### src/rtl/sq_pkg.sv
// rtl/sq_pkg.sv - shared widths and state encoding for the odd-sum squarer
// Purpose: default operand/result widths and the FSM state type used by
//          odd_sum_squarer.
// Ports:   none (package)
package sq_pkg;

  localparam int N_W_DEF  = 4;
  localparam int SQ_W_DEF = 9;

  typedef enum logic [1:0] {
    IDLE  = 2'b00,
    ACCUM = 2'b01,
    DONE  = 2'b10
  } state_t;

endpackage

### src/rtl/odd_sum_step.sv
// rtl/odd_sum_step.sv - one accumulation step: add odd term, advance to next odd
// Purpose: combinational next-value unit for the odd-sum accumulator.
// Ports:   sq_i  running sum
//          k_i   current odd term
//          sq_o  sq_i + k_i
//          k_o   k_i + 2 (next odd number)
module odd_sum_step #(
  parameter int SQ_W = 9
) (
  input  logic [SQ_W-1:0] sq_i,
  input  logic [SQ_W-1:0] k_i,
  output logic [SQ_W-1:0] sq_o,
  output logic [SQ_W-1:0] k_o
);

  assign sq_o = sq_i + k_i;
  assign k_o  = k_i + SQ_W'(2);

endmodule

### src/rtl/odd_sum_squarer.sv
// rtl/odd_sum_squarer.sv - squares n by summing the first n odd numbers
// Purpose: go/busy/done handshake; one odd term accumulated per clock.
//          sq ends at n*n, count at n.
// Ports:   clk    rising-edge clock
//          reset  asynchronous active-high reset
//          go     start request, sampled only in IDLE
//          in     operand n, captured on the accepting edge
//          busy   high in ACCUM and DONE
//          done   one-cycle completion pulse
//          sq     accumulated result (held until the next accepted go)
//          count  odd terms accumulated so far
module odd_sum_squarer
  import sq_pkg::*;
#(
  parameter int N_W  = N_W_DEF,
  parameter int SQ_W = SQ_W_DEF
) (
  input  logic            clk,
  input  logic            reset,
  input  logic            go,
  input  logic [N_W-1:0]  in,
  output logic            busy,
  output logic            done,
  output logic [SQ_W-1:0] sq,
  output logic [N_W-1:0]  count
);

  // The largest square and the largest odd term must both fit in SQ_W.
  if (SQ_W < 2 * N_W) begin : g_width_check
    $error("odd_sum_squarer: SQ_W must be at least 2*N_W");
  end

  state_t          state_q;
  logic [N_W-1:0]  n_q;
  logic [SQ_W-1:0] k_q;
  logic [SQ_W-1:0] sq_q;
  logic [N_W-1:0]  count_q;
  logic            busy_q;
  logic            done_q;

  logic [SQ_W-1:0] sq_d;
  logic [SQ_W-1:0] k_d;
  logic [N_W-1:0]  count_d;

  odd_sum_step #(
    .SQ_W (SQ_W)
  ) u_step (
    .sq_i (sq_q),
    .k_i  (k_q),
    .sq_o (sq_d),
    .k_o  (k_d)
  );

  assign count_d = count_q + N_W'(1);

  always_ff @(posedge clk or posedge reset) begin
    if (reset) begin
      state_q <= IDLE;
      n_q     <= '0;
      k_q     <= SQ_W'(1);
      sq_q    <= '0;
      count_q <= '0;
      busy_q  <= 1'b0;
      done_q  <= 1'b0;
    end else begin
      case (state_q)
        IDLE: begin
          if (go) begin
            n_q     <= in;
            sq_q    <= '0;
            count_q <= '0;
            k_q     <= SQ_W'(1);
            busy_q  <= 1'b1;
            // A zero operand has no terms to add: go straight to DONE.
            if (in != '0) begin
              state_q <= ACCUM;
              done_q  <= 1'b0;
            end else begin
              state_q <= DONE;
              done_q  <= 1'b1;
            end
          end
        end

        ACCUM: begin
          sq_q    <= sq_d;
          k_q     <= k_d;
          count_q <= count_d;
          if (count_d == n_q) begin
            state_q <= DONE;
            done_q  <= 1'b1;
          end
        end

        DONE: begin
          state_q <= IDLE;
          busy_q  <= 1'b0;
          done_q  <= 1'b0;
        end

        default: begin
          state_q <= IDLE;
          busy_q  <= 1'b0;
          done_q  <= 1'b0;
        end
      endcase
    end
  end

  assign busy  = busy_q;
  assign done  = done_q;
  assign sq    = sq_q;
  assign count = count_q;

endmodule

### config.mk
export PLATFORM = sky130hd
export DESIGN_NAME = odd_sum_squarer
export DESIGN_NICKNAME = d
export VERILOG_FILES = /design/src/rtl/sq_pkg.sv /design/src/rtl/odd_sum_step.sv /design/src/rtl/odd_sum_squarer.sv
export SDC_FILE = /design/constraint.sdc
export NUM_CORES = 1
export LEC_CHECK = 0
export BUFFER_PORTS_ARGS = -buffer_cell sky130_fd_sc_hd__buf_2
export CAP_MARGIN = 30
export CORE_MARGIN = 1
export CORE_UTILIZATION = 35
export DETAILED_ROUTE_END_ITERATION = 7
export SLEW_MARGIN = 20
export SYNTH_ARGS = -nofsm -noshare
export SYNTH_HDL_FRONTEND = slang
export SYNTH_SLANG_ARGS = --single-unit
### constraint.sdc
create_clock -name clk -period 4.5 [get_ports clk]
set_input_delay 0.9 -clock clk [delete_from_list [all_inputs] [get_ports clk]]
set_output_delay 0.9 -clock clk [all_outputs]
set_load 0.1 [all_outputs]
; Word-level counts from Yosys, hierarchy flattened
; Index checks and enable logic that the tools add are counted.
[word_totals]
regBits = 30
input_bits = 7
out_inout_bits = 15
word_cells = 38
[op_classes]
add_sub_neg = 3
eq_ne = 4
muxes = 16
bitwise = 1
reduce_logical = 7
[ops]
columns = op, count
row1 = $pmux W9 S2, 2
row2 = $mux W9, 2
row3 = $add A9 B2 Y9 const B, 1
row4 = $add A9 B9 Y9, 1
row5 = $pmux W4 S2, 1
row6 = $reduce_and A2 Y1, 4
row7 = $mux W2, 3
row8 = $add A4 B1 Y4 const B, 1
row9 = $eq A4 B4 Y1, 1
row10 = $mux W1, 4
row11 = $mux W4, 1
row12 = $ne A2 B2 Y1 const B, 2
row13 = $pmux W1 S2, 2
row14 = $pmux W2 S2, 1
row15 = $reduce_bool A4 Y1, 1
row16 = $eq A2 B1 Y1 const B, 1
row17 = $logic_not A2 Y1, 1
row18 = $reduce_bool A2 Y1, 1
row19 = $not A1 Y1, 1

; Logic depth before layout (Yosys ltp)
; Gate-level depths: netlist of the first run.
[depth]
word_depth = 4
ltp_mapped = 7
mapped_depth_nobuf = 7

; Cells and area by module
; From an unflattened synthesis of the first run, not the netlist that was laid out.
[unflattened]
hier_cells = 145
area_unflattened_um2 = 1656.6
[modules_own_cells]
columns = mod, instances, cells_per_inst, area_each_um2, seq_area_each_um2
row1 = odd_sum_squarer, 1, 89, 1199.9, 726.9
row2 = odd_sum_step, 1, 56, 456.7, 0.0

; Worst setup path after synthesis of the first run
; No wires, ideal clock.
[synth_timing]
path_kind = register to register
from = register sq_q[0] (netlist: sq[0])
to = register sq_q[8] (netlist: sq[8])
arrival_time_ns = 2.513
required_time_ns = 4.374
slack_ns = 1.861
stages_incl_launch_ff = 8
path_buffers = 0
synth_period_minus_slack_ns = 2.639
path_cell_list = dfrtp_1 -> ha_1 -> fa_1 -> a211oi_1 -> o21ai_1 -> nand3_1 -> or2b_1 -> a221o_1
[synth_via]
elab_chain_cells = 2
[synth_lines]
columns = item, line
row1 = start: declaration, odd_sum_squarer.sv:36  ; logic [SQ_W-1:0] sq_q;
row2 = start signal: assignment, odd_sum_squarer.sv:86  ; sq_q <= sq_d;
row3 = $add A9 B9 Y9, odd_sum_step.sv:16  ; assign sq_o = sq_i + k_i;
row4 = $pmux W9 S2, odd_sum_squarer.sv:66  ; case (state_q)
; No other way between the ends.
; A chain may end at the register's enable or synchronous reset.

; Worst setup path in the final report of the first run
; Same ends and word-level chain as after synthesis.

==> summary.log, run 1 <==
INFO  worst_setup_path rrSetupSlack=2.22ns
INFO  min_path       timing.hold.worst.class=register to register
INFO  route          drtPass1Iterations=4
INFO  timing         final_min_period_over_clock_period=0.507
INFO  clocking       clkSinkCount=29
INFO  timing         fmax=438MHz
INFO  yosys          synth_fp_nets=177
INFO  timing         holdWs=0.504ns
INFO  timing         timing_hold_violations_final=0
INFO  floorplan      ios=22
INFO  floorplan      rows=24
INFO  timing         setup_viol=0
INFO  grt            grt_use_total=0.146
INFO  grt            grt_overflow_total=0
INFO  yosys          postSynthRegisterBits=29
INFO  placement      placed_cells_incl_taps=231
INFO  min_path       hold_start=n_q[0]$_DFFE_PP0P_
INFO  finish         top_library_cells_by_usage_in_the_layout_fill_and_taps_aside=nand2_1, dfrtp_1, o21ai_0
INFO  floorplan      fp.dieW=69.0µm
INFO  placement      dp_hpwl=2.33mm
INFO  timing         setup_tns=0ns
INFO  finish         insertedDiodeCount=0
INFO  clocking       post_cts_buffers=0
INFO  worst_setup_path worst-path-max-fanout=3
INFO  finish         nFillCells=441
INFO  route          via_count=1262
INFO  placement      weighted_congestion_reported_at_the_end_of_routability_driven_placement=0.769
INFO  worst_setup_path startpoint_type_of_the_worst_setup_path=register
INFO  outcome        status=finished clean
INFO  finish         fin_cells=239
INFO  clocking       worst_skew_pair.late_latency=0.28ns
INFO  floorplan      die_area=4770µm²
INFO  finish         flow.area_growth_from_synthesis=18.7%
INFO  yosys          synth_top_cell_area_share=0.446
INFO  floorplan      start_util=0.364
INFO  worst_setup_path timing_worst_setup_path_type=register to register
INFO  worst_setup_path end_kind=register
INFO  route          detailedRoute.firstIterationViolations=52
INFO  yosys          postSynthCellCount=159
INFO  grt            grt_max_degree=30
INFO  route          wl_per_cell=13.7µm
INFO  clocking       cts_tree=done
INFO  route          routed_via_density=5.28
INFO  yosys          yosysTopAreaCell=dfrtp_1
INFO  finish         layout-drive-gt1-share=0.182
INFO  clocking       post_cts_resize_count=0
INFO  clocking       ctsRootBufferMaster=clkbuf_8
INFO  timing         worst-slew-pin-transition=0.611ns
INFO  timing         period_needed=2.28ns
INFO  timing         unrepaired_setup_endpoints_after_global_routing=no
INFO  yosys          synthDistinctLibCells=34
INFO  grt            grt_pass1_wl=5.55mm
INFO  yosys          yosys-top-cells-area=dfrtp_1, ha_1, o21ai_0
INFO  worst_setup_path critical_register_to_register_path_startpoint=sq[0]$_DFFE_PP0P_
INFO  floorplan      chipHeight=69.0µm
INFO  grt            initial_antenna_violation_count=0
INFO  yosys          ys_seq_area_frac=0.462
INFO  worst_setup_path arrival=2.44ns
INFO  floorplan      fp.coreArea=4320µm²
INFO  timing         max_slew_margin=0.592
INFO  timing         worst_clock_skew=0.00668ns
INFO  clocking       clock_h_tree_levels=2
INFO  route          totalWireLength=3.28mm
INFO  worst_setup_path cp-startpoint=sq[0]$_DFFE_PP0P_
INFO  finish         nNetsFinal=204
INFO  clocking       cts_hold_buf=0
INFO  run            timing.max_cap.violations=0
INFO  yosys          netlist_area=1570µm²
INFO  grt            via_count_of_the_first_global_routing_pass=1254
INFO  clocking       ctsLongestPathBuffers=2
INFO  clocking       cts-buffers-inserted=5
INFO  placement      placement.io_buffers=21
INFO  route          drc=0
INFO  yosys          ys_warn_count=0
INFO  timing         max_slew_violations=0
INFO  worst_setup_path critical_path_required=4.66ns
INFO  yosys          synth.avg_cell_area=9.89µm²
INFO  route          final_antenna_net_count=0
INFO  clocking       worst_setup_hold_path_clk_slew=0.07ns
[per-layer routing]
layer,wire length [µm],up-vias,part of all wire,GRT usage
met5,0,-,0,0
met4,35,0,0.011,0.0748
met3,104,5,0.032,0.0307
met2,1640,25,0.50,0.245
met1,1500,603,0.46,0.174
li1,-,629,-,-
[through the flow]
| step | utilization | worst slack (ns) | area [µm²] |
|---|---|---|---|
| 6_report | 0.432 | 2.22 | 1870 |
| 5_1_grt | 0.432 | 2.07 | 1870 |
| 4_1_cts | 0.432 | 2.20 | 1870 |
| 3_5_place_dp | 0.404 | 2.21 | 1750 |
| 3_3_place_gp | 0.404 | 2.28 | 1750 |
| 2_1_floorplan | - | 1.86 | 1570 |
[path summary, 6_finish.rpt]
path                       depth (start not counted)                   end
min in group asynchronous                          2  count[0]$_DFFE_PP0P_
min reg2reg                                        2    n_q[0]$_DFFE_PP0P_
max reg2reg                                        7     sq[8]$_DFFE_PP0P_
min                                                2    n_q[0]$_DFFE_PP0P_
max                                                7     sq[8]$_DFFE_PP0P_
max in group asynchronous                          2     sq[7]$_DFFE_PP0P_
[cells in the mapped netlist]
cell type	count
o21bai_1	2
o21ai_1	1
nand2_1	28
o22ai_1	1
o21ai_0	22
o211ai_1	3
xnor3_1	1
nor2b_1	1
a2111oi_2	1
dfrtp_1	28
ha_1	10
a21oi_1	4
and4_1	1
inv_1	3
dfstp_2	1
nor2_1	5
nand3_1	5
a21o_1	3
a22o_1	4
xnor2_1	5
a211oi_1	3
and3_1	2
or4_1	1
nand2b_1	4
a221o_1	1
clkbuf_1	3
o21a_1	2
and4b_1	1
nand4_1	1
or2b_1	1
xor2_1	5
fa_1	1
o31ai_1	4
and2_1	1
[cells by family after synthesis]
| group | count (synthesis) | synth area share |
|---|---|---|
| buf+inv | 6 | 0.0143 |
| flops | 29 | 0.462 |
| simple gates | 51 | 0.152 |
| compound gates | 51 | 0.209 |
| xor+xnor | 11 | 0.0700 |
| fa+ha+maj | 11 | 0.0923 |
[state kept, by name, indices dropped and copies added, names as in the netlist]
name / cells
state_q: 1
k_q: 9
sq: 9
done: 1
n_q: 4
busy: 1
count: 4
[worst max-delay path: stages (launching register included)]
cell      delay (ns)
dfrtp_1         0.39
ha_1            0.24
fa_1            0.45
a211oi_1        0.31
o21ai_1         0.14
a21oi_1         0.17
and4b_1         0.20
a221o_1         0.25
[cell type report]
class,instances,area (µm²),area share
clock buffers,6,82.6,0.0442
multi-input cells,124,823,0.441
flip-flops and latches,29,727,0.389
well taps,52,65.1,0.0349
clock inverters,2,37.5,0.0201
inverters,3,11.3,0.00603
repair buffers,23,120,0.0643
Power of run 1 is left out: the tool's default activity adds up to more than one toggle a clock period on the data nets, which glitch-free logic cannot reach.
==> run 2: changes to the inputs <==
- clock period: 4.5 -> 2.38 ns (I/O delays scaled with it)
==> run 2 against run 1 <==
Compared with the run above:
- clock skew is 0.0014 ns higher
- flip-flop and latch count is the same
- clock-buffer cell count unchanged
- via count rose by 1.1%
- sequential share of layout area increased by 0.56 points
- hold slack got worse by 0.25 ns
- critical path depth is the same
- cell count rose by 0.84%
- first-iteration DRC count rose by 3.8%
- critical endpoint unchanged
- highest routed layer unchanged
==> summary.log, run 2 (synthesis results as in run 1) <==
INFO  outcome        status=finished clean [unchanged]
INFO  floorplan      fp.coreArea=4320µm² [unchanged]
INFO  worst_setup_path startpoint_type_of_the_worst_setup_path=register [unchanged]
INFO  finish         flow.area_growth_from_synthesis=18.2% [was 18.7%]
INFO  timing         setup_viol=0 [unchanged]
INFO  placement      placement.io_buffers=21 [unchanged]
INFO  worst_setup_path cp-startpoint=sq[0]$_DFFE_PP0P_ [unchanged]
INFO  placement      placed_cells_incl_taps=233 [was 231]
INFO  clocking       cts-buffers-inserted=5 [unchanged]
INFO  finish         multi_input_comb_area=831µm² [was 823 µm²]
INFO  worst_setup_path crit_end=sq[8]$_DFFE_PP0P_ [unchanged]
INFO  grt            grt_pass1_wl=5.69mm [was 5.55 mm]
INFO  placement      weighted_congestion_reported_at_the_end_of_routability_driven_placement=0.781 [was 0.769]
INFO  timing         period_needed=2.21ns [was 2.28 ns]
INFO  clocking       worst_skew_pair.late_latency=0.28ns [about the same]
INFO  worst_setup_path reg2regPathDepth=7 [unchanged]
INFO  placement      pre_cts_slack=0.0353ns [was 2.21 ns]
INFO  floorplan      die_area=4770µm² [unchanged]
INFO  finish         nNetsFinal=206 [was 204]
INFO  route          via_count=1276 [was 1262]
INFO  worst_setup_path timing_worst_setup_path_type=register to register [unchanged]
INFO  worst_setup_path critical_path.n_buffers_inverters=0 [unchanged]
INFO  route          drtPass1Iterations=4 [unchanged]
INFO  grt            grt_max_degree=30 [unchanged]
INFO  run            timing.max_cap.violations=0 [unchanged]
INFO  timing         worst_clock_skew=0.00808ns [was 0.00668 ns]
INFO  worst_setup_path rrSetupSlack=0.17ns [was 2.22 ns]
INFO  timing         setup_tns=0ns [unchanged]
INFO  route          drc=0 [unchanged]
INFO  timing         final_min_period_over_clock_period=0.929 [was 0.507]
INFO  finish         insertedDiodeCount=0 [unchanged]
INFO  floorplan      chipHeight=69.0µm [unchanged]
INFO  clocking       post_cts_resize_count=0 [unchanged]
INFO  worst_setup_path arrival=2.37ns [was 2.44 ns]
INFO  clocking       cts_hold_buf=0 [unchanged]
INFO  timing         unrepaired_setup_endpoints_after_global_routing=no [unchanged]
INFO  grt            via_count_of_the_first_global_routing_pass=1286 [was 1254]
INFO  worst_setup_path cp.depth=7 [unchanged]
INFO  route          final_antenna_net_count=0 [unchanged]
INFO  route          routed_via_density=5.29 [was 5.28]
INFO  timing         timing_hold_violations_final=0 [unchanged]
INFO  worst_setup_path critical_register_to_register_path_startpoint=sq[0]$_DFFE_PP0P_ [unchanged]
INFO  placement      dp_hpwl=2.44mm [was 2.33 mm]
INFO  finish         layout.cell_area.non_filler=1860µm² [was 1870 µm²]
INFO  timing         max_slew_margin=0.548 [was 0.592]
INFO  clocking       worst_setup_hold_path_clk_slew=0.07ns [about the same]
INFO  worst_setup_path worst_r2r_endpoint=sq[8]$_DFFE_PP0P_ [unchanged]
INFO  clocking       clkSinkCount=29 [unchanged]
INFO  clocking       clock_h_tree_levels=2 [unchanged]
INFO  clocking       cts_tree=done [unchanged]
INFO  worst_setup_path slowest_cell_on_the_critical_path=dfrtp_4 [was fa_1]
INFO  placement      placement_stage_cell_area=1770µm² [was 1750 µm²]
INFO  clocking       ctsRootBufferMaster=clkbuf_8 [unchanged]
INFO  floorplan      rows=24 [unchanged]
INFO  worst_setup_path end_kind=register [unchanged]
INFO  timing         max_slew_violations=0 [unchanged]
INFO  grt            grt_use_total=0.151 [was 0.146]
INFO  clocking       ctsLongestPathBuffers=2 [unchanged]
INFO  finish         seq_area=734µm² [was 727 µm²]
INFO  worst_setup_path cp_slowest_stage_delay=0.48ns [was 0.45 ns]
INFO  min_path       timing.hold.worst.class=input pin to async pin [was register to register]
INFO  floorplan      fp.dieW=69.0µm [unchanged]
INFO  grt            initial_antenna_violation_count=0 [unchanged]
INFO  timing         worst-slew-pin-transition=0.677ns [was 0.611 ns]
INFO  floorplan      ios=22 [unchanged]
INFO  finish         top_library_cells_by_usage_in_the_layout_fill_and_taps_aside=nand2_1, dfrtp_1, o21ai_0 [unchanged]
INFO  worst_setup_path critical-path-top-delay-family=adder cells [was compound AO/OA/AOI/OAI gates]
INFO  finish         fin_cells=241 [was 239]
INFO  clocking       post_cts_buffers=0 [unchanged]
INFO  worst_setup_path timing.critical_path.cells=ha_1 > fa_2 > a211oi_2 > o21ai_1 > nand3_1 > or2b_1 > a221o_1 [was ha_1 > fa_1 > a211oi_1 > o21ai_1 > a21oi_1 > and4b_1 > a221o_1]
INFO  timing         fmax=452MHz [was 438 MHz]
INFO  floorplan      start_util=0.364 [unchanged]
INFO  grt            grt_overflow_total=0 [unchanged]
INFO  route          totalWireLength=3.39mm [was 3.28 mm]
INFO  timing         finalWorstSetupSlack=0.170ns [was 2.22 ns]
INFO  route          detailedRoute.firstIterationViolations=54 [was 52]
INFO  finish         nFillCells=434 [was 441]
INFO  worst_setup_path worst-path-max-fanout=3 [unchanged]
INFO  route          wl_per_cell=14.1µm [was 13.7 µm]
INFO  finish         mostFrequentLayoutCell=nand2_1
INFO  worst_setup_path critical_path_required=2.54ns [was 4.66 ns]
INFO  finish         layout-drive-gt1-share=0.212 [was 0.182]
-- run 2: cell count changes in the layout (fill, tap and decap cells not counted), sizes merged --
cell / delta
bufinv: -1
buf: +2
clkinvlp: -1
clkinv: +2
-- run 2: metrics by stage --
step,hold WS [ns],utilization
after floorplan,0.452,-
after global placement,0.483,0.409
after detailed placement,0.487,0.409
after CTS,0.265,0.428
after global routing,0.290,0.430
final,0.252,0.430
-- run 2: worst min path at each step --
stage	from	to	slack (ns)
after floorplan	k_q[8]$_DFFE_PP0P_	k_q[8]$_DFFE_PP0P_	0.45
after detailed placement	k_q[8]$_DFFE_PP0P_	k_q[8]$_DFFE_PP0P_	0.49
final	reset	busy$_DFFE_PP0P_	0.25
after CTS	reset	busy$_DFFE_PP0P_	0.26
after global placement	k_q[8]$_DFFE_PP0P_	k_q[8]$_DFFE_PP0P_	0.48
after global routing	reset	n_q[3]$_DFFE_PP0P_	0.29
-- run 2: per-layer routing --
metal	wire, µm	GRT usage	share of wire	vias to the layer above
met5	0	0	0	-
met3	128	0.0497	0.038	8
met2	1610	0.254	0.48	24
li1	-	-	-	630
met1	1570	0.172	0.46	614
met4	78	0.0703	0.023	0
-- run 2: layout make-up --
cell class | instances | area share
clock buffer | 6 | 0.0390
multi-input combinational | 124 | 0.447
clock inverter | 2 | 0.00538
tap | 52 | 0.0350
timing repair buffer | 25 | 0.0727
sequential | 29 | 0.395
inverter | 3 | 0.00606
-- run 2: worst reg2reg max path, stage by stage, from the launching register on --
cell and delay, ns:
dfrtp_4 0.48, ha_1 0.25, fa_2 0.39, a211oi_2 0.24, o21ai_1 0.12, nand3_1 0.10, or2b_1 0.23, a221o_1 0.29
Power of run 2 is left out for the same reason.
